## src/rtl/h_bridge_pattern_sequencer_if.sv

```systemverilog
// Board-side bundle for the H-bridge pattern sequencer: control inputs,
// the h_bridge drive signals and the multiplexed 7-segment display.
interface h_bridge_pattern_sequencer_if #(
   parameter int NUM_CH = 3,
   parameter int STEP_W = 4
);
   logic              enable;
   logic              clk_select;
   logic              watchdog_in;
   logic              sample_clk;
   logic              sample_tick;
   logic              watchdog;
   logic [NUM_CH-1:0] sw;
   logic [STEP_W-1:0] step;
   logic [6:0]        seg_n;
   logic [NUM_CH:0]   digit_n;

   modport master (
      output enable, clk_select, watchdog_in,
      input  sample_clk, sample_tick, watchdog, sw, step, seg_n, digit_n
   );

   modport slave (
      input  enable, clk_select, watchdog_in,
      output sample_clk, sample_tick, watchdog, sw, step, seg_n, digit_n
   );
endinterface

```

## src/rtl/h_bridge_pattern_sequencer.sv

```systemverilog
// Sample-clock divider, watchdog synchroniser, per-channel toggle-mask switch
// sequencer and multiplexed 7-segment scanner feeding the h_bridge core.
module h_bridge_pattern_sequencer #(
   parameter int                        NUM_CH      = 3,
   parameter int                        STEPS       = 16,
   parameter int                        FAST_DIV    = 25000,
   parameter int                        SLOW_DIV    = 12500000,
   parameter logic [NUM_CH*STEPS-1:0]   TOGGLE_MASK = {16'h2020, 16'h0108, 16'h8000},
   parameter int                        DWELL       = 262144
) (
   input  logic                          clk,
   input  logic                          reset,
   h_bridge_pattern_sequencer_if.slave   io_bus
);

   localparam int STEP_W  = $clog2(STEPS);
   localparam int DIV_MAX = (FAST_DIV > SLOW_DIV) ? FAST_DIV : SLOW_DIV;
   localparam int DIV_W   = $clog2(DIV_MAX + 1);
   localparam int DWELL_W = $clog2(DWELL + 1);
   localparam int DIG_W   = $clog2(NUM_CH + 1);

   function automatic logic [6:0] f_glyph(input int n);
      case (n)
         1:       f_glyph = 7'h79;
         2:       f_glyph = 7'h24;
         3:       f_glyph = 7'h30;
         4:       f_glyph = 7'h19;
         5:       f_glyph = 7'h12;
         6:       f_glyph = 7'h02;
         7:       f_glyph = 7'h78;
         8:       f_glyph = 7'h00;
         9:       f_glyph = 7'h10;
         default: f_glyph = 7'h7F;
      endcase
   endfunction

   // ------------------------------------------------------------------
   // Watchdog synchroniser
   // ------------------------------------------------------------------
   logic r_wd_meta;
   logic r_wd_sync;

   always_ff @(posedge clk) begin
      if (reset) begin
         r_wd_meta <= 1'b0;
         r_wd_sync <= 1'b0;
      end else begin
         r_wd_meta <= io_bus.watchdog_in;
         r_wd_sync <= r_wd_meta;
      end
   end

   // ------------------------------------------------------------------
   // Sample clock divider
   // ------------------------------------------------------------------
   logic [DIV_W-1:0] r_div_cnt;
   logic             r_sample_clk;
   logic             r_sample_tick;
   logic [DIV_W-1:0] w_lim_m1;

   assign w_lim_m1 = io_bus.clk_select ? DIV_W'(SLOW_DIV - 1) : DIV_W'(FAST_DIV - 1);

   // >= so a switch to a shorter limit wraps immediately instead of running
   // the counter all the way around
   always_ff @(posedge clk) begin
      if (reset) begin
         r_div_cnt     <= '0;
         r_sample_clk  <= 1'b0;
         r_sample_tick <= 1'b0;
      end else if (r_div_cnt >= w_lim_m1) begin
         r_div_cnt     <= '0;
         r_sample_clk  <= ~r_sample_clk;
         r_sample_tick <= ~r_sample_clk;
      end else begin
         r_div_cnt     <= r_div_cnt + DIV_W'(1);
         r_sample_tick <= 1'b0;
      end
   end

   // ------------------------------------------------------------------
   // Switch pattern sequencer
   // ------------------------------------------------------------------
   logic [NUM_CH-1:0] r_sw;
   logic [STEP_W-1:0] r_step;
   logic [NUM_CH-1:0] w_toggle;

   for (genvar gi = 0; gi < NUM_CH; gi++) begin : g_toggle
      localparam logic [STEPS-1:0] MASK_C = TOGGLE_MASK[gi*STEPS +: STEPS];
      assign w_toggle[gi] = MASK_C[r_step];
   end

   always_ff @(posedge clk) begin
      if (reset) begin
         r_sw   <= '0;
         r_step <= '0;
      end else if (r_sample_tick) begin
         if (!r_wd_sync) begin
            r_sw   <= '0;
            r_step <= '0;
         end else if (io_bus.enable) begin
            r_sw   <= r_sw ^ w_toggle;
            r_step <= r_step + STEP_W'(1);
         end
      end
   end

   // ------------------------------------------------------------------
   // Display scanner
   // ------------------------------------------------------------------
   logic [DWELL_W-1:0] r_dwell_cnt;
   logic [DIG_W-1:0]   r_dig;
   logic [6:0]         r_seg_n;
   logic [NUM_CH:0]    r_digit_n;
   logic [6:0]         w_dig_seg [0:NUM_CH];
   logic [6:0]         w_seg_n;
   logic [NUM_CH:0]    w_digit_n;

   always_ff @(posedge clk) begin
      if (reset) begin
         r_dwell_cnt <= '0;
         r_dig       <= '0;
      end else if (r_dwell_cnt == DWELL_W'(DWELL - 1)) begin
         r_dwell_cnt <= '0;
         r_dig       <= (r_dig == DIG_W'(NUM_CH)) ? '0 : r_dig + DIG_W'(1);
      end else begin
         r_dwell_cnt <= r_dwell_cnt + DWELL_W'(1);
      end
   end

   for (genvar gi = 0; gi < NUM_CH; gi++) begin : g_digit
      localparam logic [6:0] GLYPH = f_glyph(gi + 1);
      assign w_dig_seg[gi] = r_sw[gi] ? GLYPH : 7'h7F;
   end
   assign w_dig_seg[NUM_CH] = io_bus.enable ? 7'h06 : 7'h7F;

   always_comb begin
      w_seg_n   = 7'h7F;
      w_digit_n = '1;
      for (int k = 0; k <= NUM_CH; k++) begin
         if (r_dig == DIG_W'(k)) begin
            w_seg_n      = w_dig_seg[k];
            w_digit_n[k] = 1'b0;
         end
      end
   end

   // Segments and digit select share one register stage so they never skew
   always_ff @(posedge clk) begin
      if (reset) begin
         r_seg_n   <= 7'h7F;
         r_digit_n <= '1;
      end else begin
         r_seg_n   <= w_seg_n;
         r_digit_n <= w_digit_n;
      end
   end

   assign io_bus.sample_clk  = r_sample_clk;
   assign io_bus.sample_tick = r_sample_tick;
   assign io_bus.watchdog    = r_wd_sync;
   assign io_bus.sw          = r_sw;
   assign io_bus.step        = r_step;
   assign io_bus.seg_n       = r_seg_n;
   assign io_bus.digit_n     = r_digit_n;

endmodule
```

## src/flat_wrapper.sv

```systemverilog
// flat-port wrapper written by rule: the top's interface ports become plain ports
module h_bridge_pattern_sequencer_flat 
#(
   parameter int                        NUM_CH      = 3,
   parameter int                        STEPS       = 16,
   parameter int                        FAST_DIV    = 25000,
   parameter int                        SLOW_DIV    = 12500000,
   parameter logic [NUM_CH*STEPS-1:0]   TOGGLE_MASK = {16'h2020, 16'h0108, 16'h8000},
   parameter int                        DWELL       = 262144
)
  (clk, reset, io_bus_enable, io_bus_clk_select, io_bus_watchdog_in, io_bus_sample_clk, io_bus_sample_tick, io_bus_watchdog, io_bus_sw, io_bus_step, io_bus_seg_n, io_bus_digit_n);
  h_bridge_pattern_sequencer_if #(.NUM_CH(NUM_CH)) io_bus_i ();
  input  logic clk;
  input  logic reset;
  input wire logic [$bits(io_bus_i.enable)-1:0] io_bus_enable;
  input wire logic [$bits(io_bus_i.clk_select)-1:0] io_bus_clk_select;
  input wire logic [$bits(io_bus_i.watchdog_in)-1:0] io_bus_watchdog_in;
  output wire logic [$bits(io_bus_i.sample_clk)-1:0] io_bus_sample_clk;
  output wire logic [$bits(io_bus_i.sample_tick)-1:0] io_bus_sample_tick;
  output wire logic [$bits(io_bus_i.watchdog)-1:0] io_bus_watchdog;
  output wire logic [$bits(io_bus_i.sw)-1:0] io_bus_sw;
  output wire logic [$bits(io_bus_i.step)-1:0] io_bus_step;
  output wire logic [$bits(io_bus_i.seg_n)-1:0] io_bus_seg_n;
  output wire logic [$bits(io_bus_i.digit_n)-1:0] io_bus_digit_n;
  assign io_bus_i.enable = io_bus_enable;
  assign io_bus_i.clk_select = io_bus_clk_select;
  assign io_bus_i.watchdog_in = io_bus_watchdog_in;
  assign io_bus_sample_clk = io_bus_i.sample_clk;
  assign io_bus_sample_tick = io_bus_i.sample_tick;
  assign io_bus_watchdog = io_bus_i.watchdog;
  assign io_bus_sw = io_bus_i.sw;
  assign io_bus_step = io_bus_i.step;
  assign io_bus_seg_n = io_bus_i.seg_n;
  assign io_bus_digit_n = io_bus_i.digit_n;
  h_bridge_pattern_sequencer #(.NUM_CH(NUM_CH), .STEPS(STEPS), .FAST_DIV(FAST_DIV), .SLOW_DIV(SLOW_DIV), .TOGGLE_MASK(TOGGLE_MASK), .DWELL(DWELL)) u_core (.clk(clk), .reset(reset), .io_bus(io_bus_i));
endmodule
```

## config.mk

```make
export PLATFORM = sky130hd
export DESIGN_NAME = h_bridge_pattern_sequencer_flat
export DESIGN_NICKNAME = d
export VERILOG_FILES = /design/src/rtl/h_bridge_pattern_sequencer_if.sv /design/src/rtl/h_bridge_pattern_sequencer.sv /design/src/flat_wrapper.sv
export SDC_FILE = /design/constraint.sdc
export NUM_CORES = 1
export LEC_CHECK = 0
export CORE_ASPECT_RATIO = 1.5
export CORE_MARGIN = 2
export CORE_UTILIZATION = 40
export DETAILED_ROUTE_END_ITERATION = 10
export HOLD_SLACK_MARGIN = 0.03
export PLACE_DENSITY_LB_ADDON = 0.3
export SKIP_CTS_REPAIR_TIMING = 1
export SLEW_MARGIN = 20
export SYNTH_ARGS = -nofsm -noshare
export SYNTH_HDL_FRONTEND = slang
export SYNTH_SLANG_ARGS = --single-unit
```

## constraint.sdc

```tcl
create_clock -name clk -period 2.85 [get_ports clk]
set_input_delay 0.57 -clock clk [delete_from_list [all_inputs] [get_ports clk]]
set_output_delay 0.57 -clock clk [all_outputs]
set_load 0.05 [all_outputs]
```

==> results of run 1 <==
cell type report:
class	count	area (sq um)
Fill cell	755	3749
Multi-Input combinational cell	256	1690
Sequential cell	68	1361
Timing Repair Buffer	33	310.3
Clock buffer	10	239.0
Tap cell	102	127.6
Clock inverter	6	71.32
Inverter	17	63.81
flip-flops by register name, summed over array words and instances (netlist names):
signal,flops
u_core.r_wd_meta,1
u_core.io_bus.watchdog,1
u_core.w_toggle,3
u_core.r_dwell_cnt,19
u_core.io_bus.seg_n,5
u_core.io_bus.sample_clk,1
u_core.r_div_cnt,24
u_core.io_bus.sw,3
u_core.io_bus.digit_n,4
u_core.io_bus.step,4
u_core.r_dig,2
u_core.io_bus.sample_tick,1
cell usage in the layout (no fill, tap or decap), types with 6 or more instances in the layout:
cell	netlist	routed
clkbuf_16	0	9
clkdlybuf4s50_1	0	25
and2_1	6	6
nand4_1	10	10
nor3_1	8	8
ha_1	23	23
dfxtp_1	68	68
buf_4	2	8
a21oi_1	6	6
xor2_1	15	15
o21ai_0	7	7
xnor2_1	27	27
nand3_1	12	12
nand2_1	29	29
inv_1	17	17
nor2_1	59	59
report_power, final:
group          switching, uW  internal [uW]
combinational           41.3           28.9
clock                    423            708
sequential              6.39            960
total                    470           1700
worst reg2reg max path: cells and delay by family (launching register included):
kind            cells  cell delay, ns
compound gates      2            0.76
fa+ha+maj           1            0.28
buf+inv             1            0.23
flops               1            0.40
simple gates        3            0.36
how the worst max path moves through the flow:
stage	end
5_1_grt	u_core.r_div_cnt[11]$_SDFF_PP0_
6_report	u_core.r_div_cnt[12]$_SDFF_PP0_
2_1_floorplan	u_core.r_div_cnt[15]$_SDFF_PP0_
3_5_place_dp	u_core.r_div_cnt[12]$_SDFF_PP0_
3_3_place_gp	u_core.io_bus.sample_clk$_SDFFE_PP0P_
4_1_cts	u_core.r_div_cnt[12]$_SDFF_PP0_
per-layer routing:
metal  track usage, %  part of all wire, %  up-vias
met5                0                    0        -
met4            6.909                  2.0        0
met3            4.466                  4.0        9
met2            26.84                   52       42
met1            16.93                   42     1145
li1                 -                    -     1262
per-stage QoR:
stage	setup slack, ns	power, uW	setup TNS, ns
2_1_floorplan	0.4564	1029	0
3_3_place_gp	-0.005896	1056	-0.04695
3_5_place_dp	-0.06397	1059	-1.195
4_1_cts	0.2702	2204	0
5_1_grt	0.02159	2254	0
6_report	0.2949	2167	0
cells by family (layout without fill, tap and decap cells):
| logic type | count (synthesis) | in the layout | synth area share (%) |
|---|---|---|---|
| adder cells (fa/ha/maj) | 23 | 23 | 9.123 |
| XOR/XNOR | 42 | 42 | 11.66 |
| flip-flops | 68 | 68 | 43.16 |
| AND/OR/NAND/NOR | 157 | 157 | 25.11 |
| buffers and inverters | 25 | 66 | 3.252 |
| AO/OA/AOI/OAI | 33 | 33 | 7.379 |
| multiplexers | 1 | 1 | 0.3173 |
==> results.tsv, run 1 <==
metric	value	unit
Hold Path Stages	1	
layout cell share with drive strength beyond 1	9.231	%
dpl cell area	0.003553	sq mm
nets	413	
Area growth syn-to-layout	22.49	%
Post-DRT Antenna Nets	0	
max cap viols	0	
pin count of the biggest net entering global routing	15	
clock transition at the registers of the reported paths	0.06	ns
Final Max Slew Viols	0	
Worst Hold Class	reg -> reg	
Synth Register Bits	68	
Die Y	112.8	um
Buf/Inv on CP	3	
Die Area	0.008627	sq mm
Largest stage delay, worst path	0.54	ns
top-area cell type share of the netlist area	43.16	%
mean number of vias per cell	4.996	
io pins	26	
worst skew pair latency	0.33	ns
CP Cell Sequence	clkdlybuf4s50_1 > inv_1 > ha_1 > a211oi_1 > nor2_1 > o311ai_0 > nand4_1 > buf_4 > nor2_1	
placement row count	39	
number of global-route vias before repair	2468	
Hold WS	0.4341	ns
clk root buf	clkbuf_16	
Iter 0 DRT Violations	108	
worst r2r dst	u_core.r_div_cnt[12]$_SDFF_PP0_	
period utilization	89.65	%
Seq/Total Area, Yosys	43.16	%
status	completed	
gp weighted congestion	0.7914	
Pre-Repair DR Iteration Count	4	
skew final	0.005325	ns
fraction of registers with async set/reset	0	%
Yosys top cell by area	dfxtp_1	
Hold Path End	u_core.io_bus.watchdog$_SDFF_PP0_	
Synth top cells by count	68 x dfxtp_1, 59 x nor2_1, 29 x nand2_1	
Lkg Pwr	0.001487	uW
slowest CP cell	o311ai_0	
Final Core Density	50.76	%
placed cells	476	
reg2reg path depth	7	
CP startpoint kind	input port	
largest cells by area after synthesis	dfxtp_1 43%, ha_1 9.1%, xnor2_1 7.5%	
reg2reg start	u_core.r_div_cnt[5]$_SDFF_PP0_	
Sink Count	68	
Finished Cell Area	0.003864	sq mm
r2r setup slk	0.76	ns
pwr dens	560.9	mW/mm^2
synthesis warning total	0	
Post-synth EDFFs	0	
Inserted Diodes	0	
final setup vio count	0	
input/output buffers	25	
global route overflow	0	
drt total wl	5922	um
initial core utilization	41.44	%
syn nets	377	
core area	0.007612	sq mm
CP most frequent cell	nor2_1	
Avg WL per Cell	12.04	um
Fin. Hold Viols	0	
DP HPWL	4329	um
GRT Total Usage	15.25	%
# H-tree levels	3	
Req. time, crit path	3.12	ns
min cycle time layout	2.555	ns
RSZ-0062 raised after global routing	false	
initial antenna violation count	0	
min-delay src	u_core.r_wd_meta$_SDFF_PP0_	
Synth Instances	349	
CTS tree	done	
DR vias	2458	
critical path class	in -> reg	
most common cell in the netlist	dfxtp_1	
Syn Area/Cell	9.038	sq um
CP startpoint	io_bus_clk_select	
DRC violation count after routing	0	
Worst path depth	9	
CP delay by family, top	buffers and inverters	
Die Width	76.51	um
Most used DFF post-synth	dfxtp_1	
first-pass GRT wire length	10630	um
Cell Area, Synth	0.003154	sq mm
VDD IR max	0.0004280	V
maximum clock frequency	0.3914	GHz
clk buf depth	2	
crit-path max FO	14	
synth unique cells	47	
Slew @ Worst Pin	0.5814	ns
final std cells w/o fill	492	
critical path arrival	2.83	ns
critical path capture point type	flop	
CTS Buf Count	9	
Rel. slew slack	60.75	%
Note: power is estimated with default switching activity, not from simulation.
==> inputs of run 2 (changes only) <==
CORE_MARGIN = unset   (was 2)
SKIP_CTS_REPAIR_TIMING = unset   (was 1)
==> run 2 against run 1 <==
  * Critical path depth rose by 1
  * Hold slack got worse by 0.0020 ns
  * Clock power rose by 4%
==> results.tsv, run 2 (synthesis results as in run 1) <==
metric	value	unit	change
status	completed		unchanged
min cycle time layout	2.592	ns	was 2.555 ns
Post-DRT Antenna Nets	0		unchanged
clk root buf	clkbuf_16		unchanged
DRC violation count after routing	0		unchanged
top sig layer	met4		unchanged
DP HPWL	4453	um	was 4329 um
first-pass GRT wire length	10750	um	was 10,630 um
Hold Path Stages	1		unchanged
Fin. Hold Viols	0		unchanged
input/output buffers	25		unchanged
Lkg Pwr	0.001504	uW	was 0.001487 uW
drt total wl	6232	um	was 5922 um
Die Y	110.8	um	was 112.8 um
mean number of vias per cell	5.099		was 4.996
clk buf depth	2		unchanged
Inserted Diodes	0		unchanged
pin count of the biggest net entering global routing	15		unchanged
Avg WL per Cell	12.64	um	was 12.04 um
number of global-route vias before repair	2445		was 2,468
skew final	0.002141	ns	was 0.005325 ns
layout cell share with drive strength beyond 1	9.207	%	was 9.231%
commonest non-fill, non-tap cells in the layout	68 x dfxtp_1, 59 x nor2_1, 29 x nand2_1		unchanged
Worst Hold Class	reg -> reg		unchanged
Pre-Repair DR Iteration Count	4		unchanged
Finished Cell Area	0.003879	sq mm	was 0.003864 sq mm
CTS tree	done		unchanged
max cap viols	0		unchanged
reg2reg path depth	6		was 7
initial core utilization	41.44	%	unchanged
GRT Total Usage	17.02	%	was 15.25%
Slew @ Worst Pin	0.5732	ns	was 0.5814 ns
CTS resizes	0		
critical path class	in -> reg		unchanged
cts hold-fix bufs	0		
crit-path max FO	12		was 14
Final Max Slew Viols	0		unchanged
global route overflow	0		unchanged
initial antenna violation count	0		unchanged
DR vias	2514		was 2,458
critical path capture point type	flop		unchanged
pwr dens	570.2	mW/mm^2	was 560.9 mW/mm^2
Post-CTS Setup Bufs	0		
Iter 0 DRT Violations	86		was 108
VDD IR max	0.0003235	V	was 0.0004280 V
worst skew pair latency	0.33	ns	about the same
Top reg by flops	u_core.r_div_cnt		unchanged
Sink Count	68		unchanged
period utilization	90.94	%	was 89.65%
WL met2	3313	um	was 3068 um
CP startpoint kind	input port		unchanged
io pins	26		unchanged
dpl cell area	0.003561	sq mm	was 0.003553 sq mm
critical path arrival	2.86	ns	was 2.83 ns
met1 WL	2586	um	was 2502 um
Die Width	74.51	um	was 76.51 um
Area growth syn-to-layout	22.97	%	was 22.49%
core area	0.007612	sq mm	unchanged
RSZ-0062 raised after global routing	false		unchanged
setup TNS	0	ns	unchanged
placement row count	39		unchanged
maximum clock frequency	0.3858	GHz	was 0.3914 GHz
final setup vio count	0		unchanged
leading cell type in the layout, fill and taps excluded	dfxtp_1		unchanged
clock transition at the registers of the reported paths	0.05	ns	was 0.06 ns
nets	414		was 413
CTS Buf Count	9		unchanged
Req. time, crit path	3.11	ns	was 3.12 ns
# H-tree levels	3		unchanged
Filler cells	739		was 755
Die Area	0.008252	sq mm	was 0.008627 sq mm
Largest register FFs	24		unchanged
gp weighted congestion	0.8073		was 0.7914
Tot Pwr	2212	uW	was 2167 uW
Rel. slew slack	61.38	%	was 60.75%
DR WL met3	179	um	was 234 um
==> run 2: changes by cell type in the layout (fill, tap and decap cells not counted) <==
cell | before | now
inv_6 | 2 | 0
clkinv_2 | 0 | 3
bufinv_16 | 1 | 2
clkinv_4 | 1 | 0
buf_4 | 8 | 9
clkinvlp_4 | 2 | 0
clkbuf_1 | 0 | 1
==> run 2: final timing paths <==
path / start / to / slack, ns
setup / recovery: io_bus_clk_select / u_core.r_div_cnt[13]$_SDFF_PP0_ / 0.26
hold / removal: u_core.r_wd_meta$_SDFF_PP0_ / u_core.io_bus.watchdog$_SDFF_PP0_ / 0.43
hold reg to reg: u_core.r_wd_meta$_SDFF_PP0_ / u_core.io_bus.watchdog$_SDFF_PP0_ / 0.43
setup reg to reg: u_core.r_dwell_cnt[0]$_SDFF_PP0_ / u_core.r_dwell_cnt[5]$_SDFF_PP0_ / 0.78
==> run 2: layout make-up <==
| type | count | area, sq um | share of cell area (%) |
|---|---|---|---|
| clock buffer | 11 | 242.7 | 6.258 |
| clock inverter | 5 | 75.07 | 1.935 |
| inverter | 17 | 63.81 | 1.645 |
| multi-input combinational | 256 | 1690 | 43.58 |
| sequential | 68 | 1361 | 35.10 |
| tap | 102 | 127.6 | 3.290 |
| timing repair buffer | 34 | 317.8 | 8.194 |
==> run 2: critical path, stage by stage <==
cell and delay (ns):
clkdlybuf4s50_1 0.42, inv_1 0.34, ha_1 0.31, a31oi_1 0.19, nor4_1 0.08, o311ai_0 0.28
buf_4 0.18, nand4_1 0.16, buf_4 0.22, nor2_1 0.11
==> run 2: power by group <==
part           internal [uW]  switching, uW
registers                961           6.18
clock network            784            390
logic                   28.2           42.5
==> run 2: routing by layer <==
metal  vias up  GRT usage [%]
met5         -              0
met4         0          9.686
met3        13          4.273
met2        40          30.09
met1      1194          17.35
li1       1267              -
==> run 2: stage by stage <==
| stage | utilization [%] | instances | hold slack, ns | worst slack [ns] |
|---|---|---|---|---|
| floorplan | - | 349 | 0.4129 | 0.4564 |
| detailed placement | 46.78 | 477 | 0.4283 | -0.07632 |
| finish | 50.95 | 493 | 0.4320 | 0.2581 |
| global route | 50.95 | 493 | 0.4589 | 0.09848 |
| CTS | 50.95 | 493 | 0.4421 | 0.2656 |
| global placement | 46.78 | 477 | 0.4207 | -0.04209 |
==> inputs of run 3 (changes only) <==
MAX_ROUTING_LAYER = met4   (was unset)
==> run 3 against run 2 <==
  * Cell count unchanged
  * Routed wire length hardly changed
  * Hold slack got worse by 0.0024 ns
  * Die area unchanged
  * Maximum frequency about the same
  * Highest routed layer unchanged
  * Sequential power barely moved
  * Global-route usage is 0.48 points higher
  * Largest power group unchanged
  * Final area is the same
  * Power barely moved
  * Critical path depth is the same
==> results.tsv, run 3 (synthesis results as in run 1) <==
metric	value	unit	change
status	completed		unchanged
r2r setup slk	0.78	ns	about the same
Largest stage delay, worst path	0.42	ns	about the same
final setup vio count	0		unchanged
CTS Buf Count	9		unchanged
Iter 0 DRT Violations	87		was 86
CP startpoint	io_bus_clk_select		unchanged
clock power share	53.1	%	about the same
core area	0.007612	sq mm	unchanged
CP most frequent cell	buf_4		unchanged
min cycle time layout	2.594	ns	was 2.592 ns
Sw Share	19.82	%	about the same
Final Max Slew Viols	0		unchanged
critical path class	in -> reg		unchanged
DR vias	2520		was 2,514
worst r2r dst	u_core.r_dwell_cnt[5]$_SDFF_PP0_		unchanged
RSZ-0062 raised after global routing	false		unchanged
Die Width	74.51	um	unchanged
critical path arrival	2.86	ns	about the same
Die Area	0.008252	sq mm	unchanged
io pins	26		unchanged
input/output buffers	25		unchanged
pwr dens	570.2	mW/mm^2	about the same
Sink Count	68		unchanged
Worst path depth	10		unchanged
mean number of vias per cell	5.112		was 5.099
DP HPWL	4453	um	unchanged
Pre-Repair DR Iteration Count	4		unchanged
pin count of the biggest net entering global routing	15		unchanged
first-pass GRT wire length	10760	um	was 10,750 um
initial antenna violation count	0		unchanged
Req. time, crit path	3.11	ns	about the same
max cap viols	0		unchanged
skew final	0.003380	ns	was 0.002141 ns
GRT Total Usage	17.51	%	was 17.02%
CP endpoint	u_core.r_div_cnt[13]$_SDFF_PP0_		unchanged
number of global-route vias before repair	2448		was 2,445
maximum clock frequency	0.3855	GHz	was 0.3858 GHz
combinational share of power	3.2	%	about the same
Post-DRT Antenna Nets	0		unchanged
critical path capture point type	flop		unchanged
Filler cells	739		unchanged
layout cell share with drive strength beyond 1	9.207	%	unchanged
gp weighted congestion	0.8190		was 0.8073
Avg WL per Cell	12.65	um	was 12.64 um
Finished Cell Area	0.003879	sq mm	unchanged
cts hold-fix bufs	0		unchanged
placed cells	477		unchanged
Die Y	110.8	um	unchanged
reg2reg start	u_core.r_dwell_cnt[0]$_SDFF_PP0_		unchanged
Buf/Inv on CP	4		unchanged
period utilization	91.01	%	was 90.94%
commonest non-fill, non-tap cells in the layout	68 x dfxtp_1, 59 x nor2_1, 29 x nand2_1		unchanged
Area growth syn-to-layout	22.97	%	unchanged
placement row count	39		unchanged
Lkg Pwr	0.001504	uW	unchanged
global route overflow	0		unchanged
final std cells w/o fill	493		unchanged
nets	414		unchanged
leading cell type in the layout, fill and taps excluded	dfxtp_1		unchanged
drt total wl	6236	um	was 6232 um
initial core utilization	41.44	%	unchanged
clock transition at the registers of the reported paths	0.05	ns	about the same
Slew @ Worst Pin	0.5754	ns	was 0.5732 ns
clk buf depth	2		unchanged
Top reg by flops	u_core.r_div_cnt		unchanged
crit-path max FO	12		unchanged
VDD IR max	0.0003234	V	was 0.0003235 V
NetSw	438.4	uW	was 438.3 uW
dpl cell area	0.003561	sq mm	unchanged
reg2reg path depth	6		unchanged
Inserted Diodes	0		unchanged
Worst Hold Class	reg -> reg		unchanged
DRC violation count after routing	0		unchanged
Rel. slew slack	61.23	%	was 61.38%
CP startpoint kind	input port		unchanged
CTS resizes	0		unchanged
CTS tree	done		unchanged
worst skew pair latency	0.33	ns	about the same
Fin. Hold Viols	0		unchanged
CP Cell Sequence	clkdlybuf4s50_1 > inv_1 > ha_1 > a31oi_1 > nor4_1 > o311ai_0 > buf_4 > nand4_1 > buf_4 > nor2_1		unchanged
CP delay by family, top	buffers and inverters		unchanged
P_int	1773	uW	about the same
Sequential Power Share	43.7	%	about the same
Hold WS	0.4297	ns	was 0.4320 ns
# H-tree levels	3		unchanged
Post-CTS Setup Bufs	0		unchanged
clk root buf	clkbuf_16		unchanged
slowest CP cell	clkdlybuf4s50_1		unchanged
Largest register FFs	24		unchanged
run 3: cell counts in the layout (fill, tap and decap cells not counted):
No cell type changed its count.
run 3: routing by layer:
| layer | global-route usage [%] | share of wire [%] |
|---|---|---|
| met1 | 17.40 | 41 |
| met2 | 30.09 | 54 |
| met3 | 4.273 | 2.5 |
| met4 | 9.686 | 2.0 |
| met5 | - | 0 |
run 3: through the flow:
step	setup TNS (ns)	setup WS, ns	utilization (%)	total power (uW)
detailed placement	-1.397	-0.07632	46.78	1059
CTS	0	0.2656	50.95	2246
floorplan	0	0.4564	-	1029
global placement	-0.8681	-0.04209	46.78	1055
global route	0	0.09851	50.95	2296
finish	0	0.2562	50.95	2212
run 3: worst min-delay path by stage:
stage               slack (ns)                                 to  cells after the start                              from
global route              0.46  u_core.io_bus.watchdog$_SDFF_PP0_                      1       u_core.r_wd_meta$_SDFF_PP0_
finish                    0.43  u_core.io_bus.watchdog$_SDFF_PP0_                      1       u_core.r_wd_meta$_SDFF_PP0_
floorplan                 0.41   u_core.r_dwell_cnt[0]$_SDFF_PP0_                      1  u_core.r_dwell_cnt[0]$_SDFF_PP0_
CTS                       0.44     u_core.r_div_cnt[0]$_SDFF_PP0_                      1    u_core.r_div_cnt[0]$_SDFF_PP0_
global placement          0.42   u_core.r_dwell_cnt[0]$_SDFF_PP0_                      1  u_core.r_dwell_cnt[0]$_SDFF_PP0_
detailed placement        0.43  u_core.io_bus.watchdog$_SDFF_PP0_                      1       u_core.r_wd_meta$_SDFF_PP0_
run 3: final cells by class:
| type | count | area, sq um | area share, % |
|---|---|---|---|
| clock inverters | 5 | 75.07 | 1.935 |
| well taps | 102 | 127.6 | 3.290 |
| clock buffers | 11 | 242.7 | 6.258 |
| inverters | 17 | 63.81 | 1.645 |
| flip-flops and latches | 68 | 1361 | 35.10 |
| repair buffers | 34 | 317.8 | 8.194 |
| multi-input cells | 256 | 1690 | 43.58 |
run 3: power by group through the flow:
| stage | sequential [uW] | clock, uW | combinational, uW |
|---|---|---|---|
| 3_3_place_gp | 987 | 0 | 68.0 |
| 4_1_cts | 967 | 1210 | 71.7 |
| 2_1_floorplan | 990 | 0 | 38.2 |
| 6_report | 967 | 1170 | 70.6 |
| 3_5_place_dp | 987 | 0 | 71.2 |
| 5_1_grt | 968 | 1250 | 78.6 |
